File: config.mk
export PLATFORM = sky130hd
export DESIGN_NAME = ttl_pseudo_clk_gen
export DESIGN_NICKNAME = d
export VERILOG_FILES = /design/src/rtl/ttl_pseudo_clk_gen.sv
export SDC_FILE = /design/constraint.sdc
export NUM_CORES = 1
export LEC_CHECK = 0
export CAP_MARGIN = 20
export CELL_PAD_IN_SITES_DETAIL_PLACEMENT = 0
export CELL_PAD_IN_SITES_GLOBAL_PLACEMENT = 1
export CORE_UTILIZATION = 45
export CTS_CLUSTER_SIZE = 28
export DETAILED_ROUTE_END_ITERATION = 8
export MAX_ROUTING_LAYER = met4
export PLACE_DENSITY = 0.77
export SYNTH_ARGS = -nofsm -noshare
export SYNTH_HDL_FRONTEND = slang
export SYNTH_SLANG_ARGS = --single-unit
File: constraint.sdc
create_clock -name clk -period 3.13 [get_ports clk]
set_clock_uncertainty 0.05 [all_clocks]
set_input_delay 0.626 -clock clk [delete_from_list [all_inputs] [get_ports clk]]
set_output_delay 0.626 -clock clk [all_outputs]
set_load 0.05 [all_outputs]
File: src/rtl/ttl_pseudo_clk_gen.sv
// ttl_pseudo_clk_gen: fractional-rate pseudo-clock with edge strobes and a single-edge ripple divider
module ttl_pseudo_clk_gen #(
  parameter int unsigned ACC_W = 16,
  parameter int unsigned NUM   = 1,
  parameter int unsigned DEN   = 3,
  parameter int unsigned DIV_W = 4
) (
  input  logic             clk,
  input  logic             rst_n,
  input  logic             en,
  input  logic             sync,
  output logic             pclk,
  output logic             pclk_rise,
  output logic             pclk_fall,
  output logic             tick,
  output logic [DIV_W-1:0] div_q
);
  logic [ACC_W-1:0] r_acc;
  logic             r_pclk, r_rise, r_fall, r_tick;
  logic [DIV_W-1:0] r_div;
  logic [ACC_W:0]   w_sum, w_nxt;
  logic             w_ovf;
  assign w_sum = {1'b0, r_acc} + (ACC_W+1)'(NUM);
  assign w_ovf = w_sum >= (ACC_W+1)'(DEN);
  assign w_nxt = w_ovf ? w_sum - (ACC_W+1)'(DEN) : w_sum;
  // every stage toggling on its predecessor's 1->0 edge is a binary increment with full carry
  always_ff @(posedge clk or negedge rst_n)
    if (!rst_n) begin
      r_acc  <= '0;
      r_pclk <= 1'b0;
      r_rise <= 1'b0;
      r_fall <= 1'b0;
      r_tick <= 1'b0;
      r_div  <= '0;
    end else if (sync) begin
      r_acc  <= '0;
      r_pclk <= 1'b0;
      r_rise <= 1'b0;
      r_fall <= 1'b0;
      r_tick <= 1'b0;
      r_div  <= '0;
    end else if (en) begin
      r_acc  <= w_nxt[ACC_W-1:0];
      r_pclk <= r_pclk ^ w_ovf;
      r_rise <= w_ovf & ~r_pclk;
      r_fall <= w_ovf & r_pclk;
      r_tick <= w_ovf;
      r_div  <= r_div + DIV_W'(w_ovf & r_pclk);
    end else begin
      r_rise <= 1'b0;
      r_fall <= 1'b0;
      r_tick <= 1'b0;
    end
  assign pclk      = r_pclk;
  assign pclk_rise = r_rise;
  assign pclk_fall = r_fall;
  assign tick      = r_tick;
  assign div_q     = r_div;
endmodule

==> reports/summary.log, run 1 <==
INFO  yosys          async_flop_share=1.00
INFO  cells_and_area n_fill_cell=362
INFO  route          detail-route-antenna-nets=0
INFO  placed_design  dp_worst_setup_slack=-0.0319ns
INFO  placed_design  place.gp.congestion=0.896
INFO  setup_path     critical_path_required=3.24ns
INFO  global_routing grt_antenna_before_repair=0
INFO  setup_path     cp.arrival=3.22ns
INFO  placed_design  io_buffers=11
INFO  die            floorplan.io_pins=12
INFO  sta            setup_violations=0
INFO  setup_path     setup.worst_path.class=reg -> reg
INFO  cells_and_area post_route_cells_drive_above_1_share=0.212
INFO  yosys          synth.yosys.seq_area_share=0.301
INFO  die            start_util=0.484
INFO  setup_path     worst-path-max-fanout=6
INFO  run            max_cap_viol_count=0
INFO  sta            finalCriticalPeriod=3.11ns
INFO  power_and_ir_drop design_power_total=2.29mW
INFO  yosys          synth.yosys.warnings=0
INFO  yosys          synth-edff-count=0
INFO  cells_and_area final_nets=270
INFO  setup_path     worst_setup_path_startpoint=r_acc[0]
INFO  cells_and_area area.growth.synth_to_final=19.3%
INFO  sta            timing_max_transition_violations_final=0
INFO  die            die_height=68.6µm
INFO  hold_path      worstHoldStart=r_acc[15]
INFO  yosys          post_synth_most_frequent_cells=sky130_fd_sc_hd__nor2_1, sky130_fd_sc_hd__dfrtp_1, sky130_fd_sc_hd__nand2_1, sky130_fd_sc_hd__nand2b_1, sky130_fd_sc_hd__o21ai_0
INFO  sta            worst_rel_slew_slack=0.343
INFO  route          first_drt_pass_iteration_count=4
INFO  setup_path     timing.critical_path.slowest_stage_cell=sky130_fd_sc_hd__or4_4
INFO  setup_path     worst_setup_path_end_kind=flop
INFO  setup_path     critical-path-max-stage-delay=0.62ns
INFO  clock_network  cts_sinks=24
INFO  yosys          synth_fp_nets=245
INFO  sta            worst_slew_pin_slew=0.983ns
INFO  global_routing grt_pass1_wl=8.45mm
INFO  hold_path      holdCritPathClass=reg -> reg
INFO  yosys          mappedNetlistArea=0.00199mm²
INFO  die            placementRows=23
INFO  sta            finalHoldViolCount=0
INFO  clock_network  clkLatencyLatePin=0.27ns
INFO  setup_path     critical_path_cell_by_cell=nand4_1 > or4_4 > nor3_4 > o21ai_2 > nor4_4 > buf_4 > nor2_1 > o211ai_1 > mux2_2
INFO  power_and_ir_drop irDropWorstVdd=0.544mV
INFO  yosys          ys_seq_elements=24
INFO  yosys          synth_largest_area_cell=sky130_fd_sc_hd__dfrtp_1
INFO  power_and_ir_drop static-leakage-power=1.03nW
INFO  route          detailed_route_drc_error_count=0
INFO  yosys          post_synth_main_area_contributors=sky130_fd_sc_hd__dfrtp_1, sky130_fd_sc_hd__nor2_1, sky130_fd_sc_hd__nand2_1
INFO  placed_design  dp.final_hpwl=3.63mm
INFO  sta            timing.setup.tns=0ns
INFO  global_routing pin_count_of_the_biggest_net_entering_global_routing=26
INFO  clock_network  clk_path_buf_depth=2
INFO  clock_network  clock_tree.htree_level_count=1
INFO  yosys          dominantRegCellSynth=sky130_fd_sc_hd__dfrtp_1
INFO  route          num_vias=1877
INFO  route          drt-vias-per-instance=6.07
INFO  yosys          syn_area_per_cell=8.48µm²
INFO  die            die_width=68.6µm
INFO  cells_and_area antenna-diode-count=0
INFO  power_and_ir_drop power_density=964mW/mm²
INFO  yosys          netlist-cell-type-count=57
INFO  clock_network  numCtsBuffers=3
INFO  setup_path     cp-start-kind=flop
INFO  yosys          post_synth_inst_count=235
INFO  sta            setup_slack=0.0201ns
INFO  route          wirelength_per_cell=17.2µm
INFO  route          wl=5.32mm
INFO  clock_network  cts_root_buf=sky130_fd_sc_hd__clkbuf_8
INFO  clock_network  clk_pin_slew_worst_paths=0.09ns
INFO  sta            period_share=0.994
INFO  die            placeableCoreArea=0.00412mm²
INFO  yosys          synth_top_area_frac=0.301
INFO  yosys          synth_most_common_cell=sky130_fd_sc_hd__nor2_1
INFO  global_routing first_global_vias=1806
INFO  die            die_area=0.00470mm²
INFO  route          first_iter_violations=115
INFO  global_routing globalRouteTotalUtil=0.249
INFO  status         run_status=complete, no violations
INFO  clock_network  post_cts_hold_buffer_count=0
INFO  global_routing grt_remaining_overflow=0
INFO  setup_path     rr_startpoint=r_acc[0]
INFO  sta            timing.fmax=322MHz
INFO  clock_network  tritoncts=yes
-- final timing paths --
check,endpoint,slack [ns],cells past startpoint
max reg2reg,r_acc[5],0.02,9
max,r_acc[5],0.02,9
max in group asynchronous,r_acc[1],2.10,2
min in group asynchronous,r_acc[4],0.66,2
min,r_acc[15],0.50,2
min reg2reg,r_acc[15],0.50,2
-- metal layers --
layer  vias up  wire length [µm]  global-route usage
li1        891                 -                   -
met2        60              2550               0.403
met3         9               279              0.0329
met5         -                 0                   -
met1       917              2400               0.315
met4         0                86              0.0964
-- stage by stage --
step | std cells | hold slack, ns | area [µm²] | utilization
6_report | 309 | 0.504 | 2380 | 0.578
5_1_grt | 309 | 0.544 | 2380 | 0.578
3_5_place_dp | 299 | 0.491 | 2230 | 0.542
3_3_place_gp | 299 | 0.475 | 2230 | 0.542
2_1_floorplan | 235 | 0.280 | 1990 | -
4_1_cts | 304 | 0.513 | 2290 | 0.557
-- where the power goes --
group / switching [mW] / internal [mW] / total (mW)
registers: 0.145 / 0.404 / 0.549
clock network: 0.108 / 0.113 / 0.221
logic: 0.824 / 0.697 / 1.52
-- critical path, delay by kind of cell (launching register included) --
family,cells,cell delay [ns]
compound gates,2,0.43
simple gates,5,1.52
buf+inv,1,0.19
mux,1,0.37
flops,1,0.44
-- placed cells by master (no fill, tap or decap), drive strengths merged, types with 5 or more instances in the layout --
| master | instances |
|---|---|
| nor2 | 32 |
| buf | 25 |
| dfrtp | 24 |
| nand2 | 22 |
| clkdlybuf4s50 | 11 |
| nand2b | 10 |
| o21ai | 9 |
| nor4 | 8 |
| mux2i | 7 |
| nor3 | 7 |
| mux2 | 7 |
| inv | 6 |
| nor2b | 6 |
| a21oi | 6 |
| nand3 | 6 |
| ha | 6 |
| o31a | 5 |
| xnor2 | 5 |
| nand4 | 5 |
-- state kept, by name, indices dropped and copies added, names as in the netlist --
name,count
r_acc,16
pclk,1
div_q,4
tick,1
pclk_fall,1
pclk_rise,1
-- cell families after synthesis --
family,synth area share
adders and majority gates,0.0377
DFF,0.301
muxes,0.0747
AOI/OAI and AO/OA,0.166
and+or+nand+nor,0.330
buffers and inverters,0.0515
xor gates and xnor gates,0.0395
-- repair_timing --
item,in CTS,in global routing
endpoints found under the setup margin,3,12
buffers inserted,1,5
pin swaps,2,3
resized for setup,0,11
-- final cells by class --
class,instances,area [µm²],area share
multi-input combinational,189,1340,0.562
clock buffer,4,55.1,0.0232
tap,50,62.6,0.0263
timing repair buffer,36,298,0.125
sequential,24,603,0.254
inverter,6,22.5,0.00947
Power figures use the tool's default switching activity.
==> run 2: changes to the inputs <==
--- a/config.mk
+++ b/config.mk
@@ -11,6 +11,7 @@
 export CORE_UTILIZATION = 45
 export CTS_CLUSTER_SIZE = 28
 export DETAILED_ROUTE_END_ITERATION = 8
+export GPL_ROUTABILITY_DRIVEN = 0
 export MAX_ROUTING_LAYER = met4
 export PLACE_DENSITY = 0.77
 export SYNTH_ARGS = -nofsm -noshare
==> reports/summary.log, run 2 (same netlist as run 1, synthesis figures left out) <==
INFO  clock_network  clk_pin_slew_worst_paths=0.09ns
INFO  placed_design  io_buffers=11
INFO  setup_path     worst_setup_path_end_kind=flop
INFO  setup_path     critical_path_required=3.24ns
INFO  sta            timing.fmax=333MHz
INFO  clock_network  numCtsBuffers=3
INFO  power_and_ir_drop irDropWorstVdd=0.456mV
INFO  cells_and_area n_fill_cell=379
INFO  sta            period_share=0.959
INFO  die            floorplan.io_pins=12
INFO  run            max_cap_viol_count=0
INFO  clock_network  clock_tree.htree_level_count=1
INFO  setup_path     cp-start-kind=flop
INFO  power_and_ir_drop power_switching_share=0.476
INFO  route          wirelength_per_cell=16.0µm
INFO  setup_path     critical_path_cell_by_cell=ha_4 > and4_1 > a211oi_2 > a31o_2 > nand3_2 > nor4_4 > buf_4 > nor2_1 > a22oi_1 > mux2_2
INFO  power_and_ir_drop share_comb_of_total_power=0.659
INFO  route          first_iter_violations=103
INFO  status         run_status=complete, no violations
INFO  sta            worst_slew_pin_slew=0.848ns
INFO  clock_network  tritoncts=yes
INFO  clock_network  post_cts_hold_buffer_count=0
INFO  route          num_vias=1826
INFO  clock_network  clkLatencyLatePin=0.27ns
INFO  global_routing grt_pass1_wl=7.98mm
INFO  global_routing first_global_vias=1682
INFO  global_routing grt_antenna_before_repair=0
INFO  setup_path     setup.worst_path.class=reg -> reg
INFO  cells_and_area largest_register_ffs=16
INFO  hold_path      holdCritPathClass=reg -> reg
INFO  die            die_height=68.6µm
INFO  cells_and_area area.growth.synth_to_final=17.9%
INFO  power_and_ir_drop switching_power=1.03mW
INFO  route          first_drt_pass_iteration_count=4
INFO  die            die_area=0.00470mm²
INFO  route          wl=4.89mm
INFO  global_routing grt_remaining_overflow=0
INFO  die            placementRows=23
INFO  power_and_ir_drop design_power_total=2.16mW
INFO  setup_path     timing.critical_path.slowest_stage_cell=sky130_fd_sc_hd__dfrtp_2
INFO  global_routing pin_count_of_the_biggest_net_entering_global_routing=25
INFO  sta            finalHoldViolCount=0
INFO  route          drt-vias-per-instance=5.99
INFO  route          detailed_route_drc_error_count=0
INFO  cells_and_area post_route_cells_drive_above_1_share=0.220
INFO  cells_and_area final_cells=305
INFO  setup_path     rrSetupSlack=0.13ns
INFO  die            start_util=0.484
INFO  sta            setup_violations=0
INFO  power_and_ir_drop power.share.sequential=0.253
INFO  power_and_ir_drop cell_internal_pwr=1.13mW
INFO  sta            worst_rel_slew_slack=0.433
INFO  setup_path     worst-path-max-fanout=8
INFO  die            placeableCoreArea=0.00412mm²
INFO  cells_and_area max_flop_register=r_acc
INFO  power_and_ir_drop clock_power_share=0.088
INFO  die            die_width=68.6µm
INFO  cells_and_area layout_common_cells=sky130_fd_sc_hd__nor2_1, sky130_fd_sc_hd__buf_4, sky130_fd_sc_hd__nand2_1, sky130_fd_sc_hd__dfrtp_1, sky130_fd_sc_hd__clkdlybuf4s50_1
INFO  power_and_ir_drop power_density=920mW/mm²
INFO  cells_and_area antenna-diode-count=0
INFO  cells_and_area layout_commonest_cell=sky130_fd_sc_hd__nor2_1
INFO  sta            timing_max_transition_violations_final=0
INFO  route          detail-route-antenna-nets=0
INFO  power_and_ir_drop static-leakage-power=0.997nW
INFO  global_routing globalRouteTotalUtil=0.239
INFO  clock_network  clk_path_buf_depth=2
INFO  placed_design  place.detailed.instances=301
INFO  setup_path     critical-path-max-stage-delay=0.47ns
INFO  setup_path     cp.arrival=3.11ns
INFO  clock_network  cts_sinks=24
INFO  sta            finalCriticalPeriod=3.00ns
INFO  placed_design  dp.final_hpwl=3.61mm
INFO  clock_network  cts_root_buf=sky130_fd_sc_hd__clkbuf_8
INFO  cells_and_area final_nets=267
-- run 2: per-stage QoR --
step / setup WS (ns) / setup TNS, ns / hold WS (ns) / utilization / instance area [µm²]
detailed placement: 0.0246 / 0 / 0.497 / 0.545 / 2240
CTS: 0.0149 / 0 / 0.519 / 0.555 / 2280
finish: 0.130 / 0 / 0.505 / 0.571 / 2350
global placement: 0.0719 / 0 / 0.473 / 0.545 / 2240
floorplan: 0.236 / 0 / 0.280 / - / 1990
global route: -0.00445 / -0.00445 / 0.550 / 0.571 / 2350
-- run 2: metal layers --
| layer | vias up | routed length, µm | GRT usage |
|---|---|---|---|
| li1 | 893 | - | - |
| met5 | - | 0 | - |
| met3 | 6 | 214 | 0.0313 |
| met4 | 0 | 56 | 0.0677 |
| met1 | 875 | 2280 | 0.304 |
| met2 | 52 | 2330 | 0.396 |
-- run 2: power groups by stage --
stage          combinational, mW  clock, mW  sequential, mW
4_1_cts                     1.34      0.195           0.536
5_1_grt                     1.55      0.206           0.560
2_1_floorplan              0.967          0           0.554
6_report                    1.43      0.190           0.547
3_5_place_dp                1.33          0           0.542
3_3_place_gp                1.32          0           0.534
-- run 2: timing repair --
| action | 4_1_cts | 5_1_grt |
|---|---|---|
| pin swaps | 1 | 4 |
| buffers inserted | 0 | 1 |
| cloned | 0 | 0 |
| resized for setup | 0 | 15 |
| endpoints found under the setup margin | 1 | 12 |
-- run 2: area by class of cell --
| class | count | area [µm²] | share of cell area |
|---|---|---|---|
| Sequential cell | 24 | 606 | 0.258 |
| Tap cell | 50 | 62.6 | 0.0266 |
| Timing Repair Buffer | 33 | 275 | 0.117 |
| Multi-Input combinational cell | 189 | 1340 | 0.571 |
| Inverter | 6 | 22.5 | 0.00958 |
| Clock buffer | 3 | 41.3 | 0.0176 |
-- run 2: final timing paths --
path / from / to / cells after the start
max in group asynchronous: rst_n / r_acc[8] / 2
worst min register to register: r_acc[15] / r_acc[15] / 2
worst max-delay path: r_acc[1] / r_acc[7] / 10
min in group asynchronous: rst_n / r_acc[11] / 2
worst max register to register: r_acc[1] / r_acc[7] / 10
worst min-delay path: r_acc[15] / r_acc[15] / 2
-- run 2: critical path, delay by kind of cell (launching register included) --
family,cells,cell delay (ns)
AOI/OAI and AO/OA,3,0.74
adders and majority gates,1,0.21
buffers and inverters,1,0.21
DFF,1,0.47
muxes,1,0.36
and+or+nand+nor,4,0.84
==> run 3: changes to the inputs <==
--- a/config.mk
+++ b/config.mk
@@ -8,6 +8,7 @@
 export CAP_MARGIN = 20
 export CELL_PAD_IN_SITES_DETAIL_PLACEMENT = 0
 export CELL_PAD_IN_SITES_GLOBAL_PLACEMENT = 1
+export CORE_MARGIN = 5
 export CORE_UTILIZATION = 45
 export CTS_CLUSTER_SIZE = 28
 export DETAILED_ROUTE_END_ITERATION = 8
==> reports/summary.log, run 3 (same netlist as run 1, synthesis figures left out) <==
INFO  status         run_status=complete, no violations
INFO  cells_and_area antenna-diode-count=0
INFO  route          num_vias=1826
INFO  run            max_cap_viol_count=0
INFO  setup_path     rr_startpoint=r_acc[1]
INFO  route          detail-route-antenna-nets=0
INFO  setup_path     path_buf_inv=2
INFO  power_and_ir_drop switching_power=1.00mW
INFO  die            die_height=76.6µm
INFO  cells_and_area area.growth.synth_to_final=19.7%
INFO  power_and_ir_drop static-leakage-power=1.02nW
INFO  clock_network  tritoncts=yes
INFO  power_and_ir_drop power_switching_share=0.455
INFO  sta            worst_rel_slew_slack=0.440
INFO  clock_network  cts_sinks=24
INFO  die            placementRows=24
INFO  cells_and_area post_route_cells_drive_above_1_share=0.212
INFO  route          wl=4.94mm
INFO  global_routing grt_remaining_overflow=0
INFO  sta            finalHoldViolCount=0
INFO  power_and_ir_drop power_density=923mW/mm²
INFO  setup_path     timing.critical_path.mode_cell=sky130_fd_sc_hd__buf_4
INFO  setup_path     cp.arrival=3.11ns
INFO  setup_path     rrSetupSlack=0.14ns
INFO  sta            rsz0062_at_grt=yes
INFO  power_and_ir_drop clock_power_share=0.128
INFO  setup_path     critical_path_cell_by_cell=buf_4 > nand4_1 > or4_4 > nor3_4 > o21ai_2 > nor4_4 > buf_4 > o211ai_1 > o31ai_1 > mux2_2
INFO  power_and_ir_drop cell_internal_pwr=1.20mW
INFO  setup_path     worst-path-max-fanout=6
INFO  sta            timing.fmax=334MHz
INFO  clock_network  numCtsBuffers=3
INFO  route          first_iter_violations=90
INFO  global_routing grt_pass1_wl=8.46mm
INFO  cells_and_area largest_register_ffs=16
INFO  sta            setup_violations=0
INFO  cells_and_area core_utilization_of_the_finished_layout=0.552
INFO  cells_and_area layout_common_cells=sky130_fd_sc_hd__nor2_1, sky130_fd_sc_hd__buf_4, sky130_fd_sc_hd__nand2_1, sky130_fd_sc_hd__dfrtp_1, sky130_fd_sc_hd__clkdlybuf4s50_1
INFO  die            floorplan.io_pins=12
INFO  sta            timing_max_transition_violations_final=0
INFO  clock_network  post_cts_hold_buffer_count=0
INFO  route          wirelength_per_cell=15.8µm
INFO  setup_path     timing.critical_path.slowest_stage_cell=sky130_fd_sc_hd__or4_4
INFO  setup_path     critical_path_required=3.25ns
INFO  sta            finalCriticalPeriod=2.99ns
INFO  power_and_ir_drop power.share.sequential=0.250
INFO  die            start_util=0.461
INFO  hold_path      holdCritPathClass=reg -> reg
INFO  setup_path     setup.worst_path.class=reg -> reg
INFO  setup_path     worst_setup_path_end_kind=flop
INFO  die            placeableCoreArea=0.00432mm²
INFO  power_and_ir_drop share_comb_of_total_power=0.622
INFO  cells_and_area max_flop_register=r_acc
INFO  die            die_width=76.6µm
INFO  setup_path     critical-path-max-stage-delay=0.55ns
INFO  hold_path      whs_path_depth=2
INFO  clock_network  cts_root_buf=sky130_fd_sc_hd__clkbuf_8
INFO  clock_network  clkLatencyLatePin=0.27ns
INFO  cells_and_area final_nets=271
INFO  power_and_ir_drop irDropWorstVdd=0.459mV
INFO  clock_network  clk_path_buf_depth=2
INFO  cells_and_area layout_commonest_cell=sky130_fd_sc_hd__nor2_1
INFO  global_routing first_global_vias=1707
INFO  global_routing pin_count_of_the_biggest_net_entering_global_routing=25
INFO  global_routing globalRouteTotalUtil=0.179
INFO  placed_design  io_buffers=11
INFO  hold_path      hold_path_end=div_q[3]
INFO  route          drt-vias-per-instance=5.85
INFO  clock_network  clock_tree.htree_level_count=1
INFO  placed_design  dp.final_hpwl=3.67mm
INFO  die            die_area=0.00586mm²
INFO  sta            worst_slew_pin_slew=0.838ns
INFO  route          first_drt_pass_iteration_count=4
INFO  global_routing grt_antenna_before_repair=0
INFO  setup_path     r2r.worst_path.cells=10
INFO  cells_and_area n_fill_cell=414
INFO  hold_path      worstHoldStart=div_q[3]
INFO  setup_path     cp-start-kind=flop
INFO  setup_path     critical_path.top_delay_family=simple AND/OR/NAND/NOR gates
INFO  sta            period_share=0.957
INFO  route          detailed_route_drc_error_count=0
INFO  clock_network  clk_pin_slew_worst_paths=0.09ns
INFO  sta            holdWs=0.502ns
INFO  setup_path     worst_r2r_endpoint=r_acc[4]
## run 3: routing by layer
| metal | track usage | up-vias | part of all wire |
|---|---|---|---|
| li1 | - | 899 | - |
| met1 | 0.239 | 855 | 0.48 |
| met2 | 0.285 | 60 | 0.46 |
| met3 | 0.0272 | 12 | 0.047 |
| met4 | 0.0437 | 0 | 0.018 |
| met5 | - | - | 0 |
## run 3: cell type report
cell class | count | area (µm²) | share of cell area
clock buffers | 3 | 41.3 | 0.0173
clock inverters | 1 | 30.0 | 0.0126
inverters | 6 | 22.5 | 0.00944
multi-input cells | 189 | 1320 | 0.552
flip-flops and latches | 24 | 604 | 0.253
well taps | 52 | 65.1 | 0.0273
repair buffers | 37 | 305 | 0.128
## run 3: timing repair
action                     CTS  global route
resized for setup            0             8
buffers inserted             0             1
setup endpoints to repair    0            11
## run 3: worst min-delay path: stages (launching register included)
cell	delay, ns
sky130_fd_sc_hd__dfrtp_1	0.37
sky130_fd_sc_hd__xor2_1	0.07
sky130_fd_sc_hd__nor2_1	0.07
## run 3: power groups by stage
| stage | Sequential (mW) | Combinational, mW | Clock (mW) |
|---|---|---|---|
| 2_1_floorplan | 0.554 | 0.967 | 0 |
| 3_3_place_gp | 0.545 | 1.33 | 0 |
| 3_5_place_dp | 0.546 | 1.33 | 0 |
| 4_1_cts | 0.541 | 1.34 | 0.291 |
| 5_1_grt | 0.573 | 1.50 | 0.302 |
| 6_report | 0.551 | 1.37 | 0.283 |
## run 3: worst max-delay path by stage
stage | start | end | slack, ns | cells after the start
6_report | r_acc[1] | r_acc[4] | 0.14 | 10
5_1_grt | r_acc[0] | div_q[1] | -0.12 | 13
4_1_cts | r_acc[0] | div_q[1] | 0.03 | 12
3_5_place_dp | r_acc[1] | r_acc[4] | 0.07 | 10
3_3_place_gp | r_acc[1] | r_acc[9] | 0.05 | 10
2_1_floorplan | r_acc[1] | r_acc[10] | 0.24 | 10
## run 3: stage by stage
step / setup TNS (ns) / setup WS [ns] / power [mW] / instances / area, µm²
finish: 0 / 0.136 / 2.20 / 312 / 2390
global route: -0.334 / -0.119 / 2.38 / 312 / 2390
CTS: 0 / 0.0346 / 2.18 / 311 / 2350
detailed placement: 0 / 0.0698 / 1.88 / 307 / 2280
global placement: 0 / 0.0507 / 1.88 / 307 / 2280
floorplan: 0 / 0.236 / 1.52 / 235 / 1990
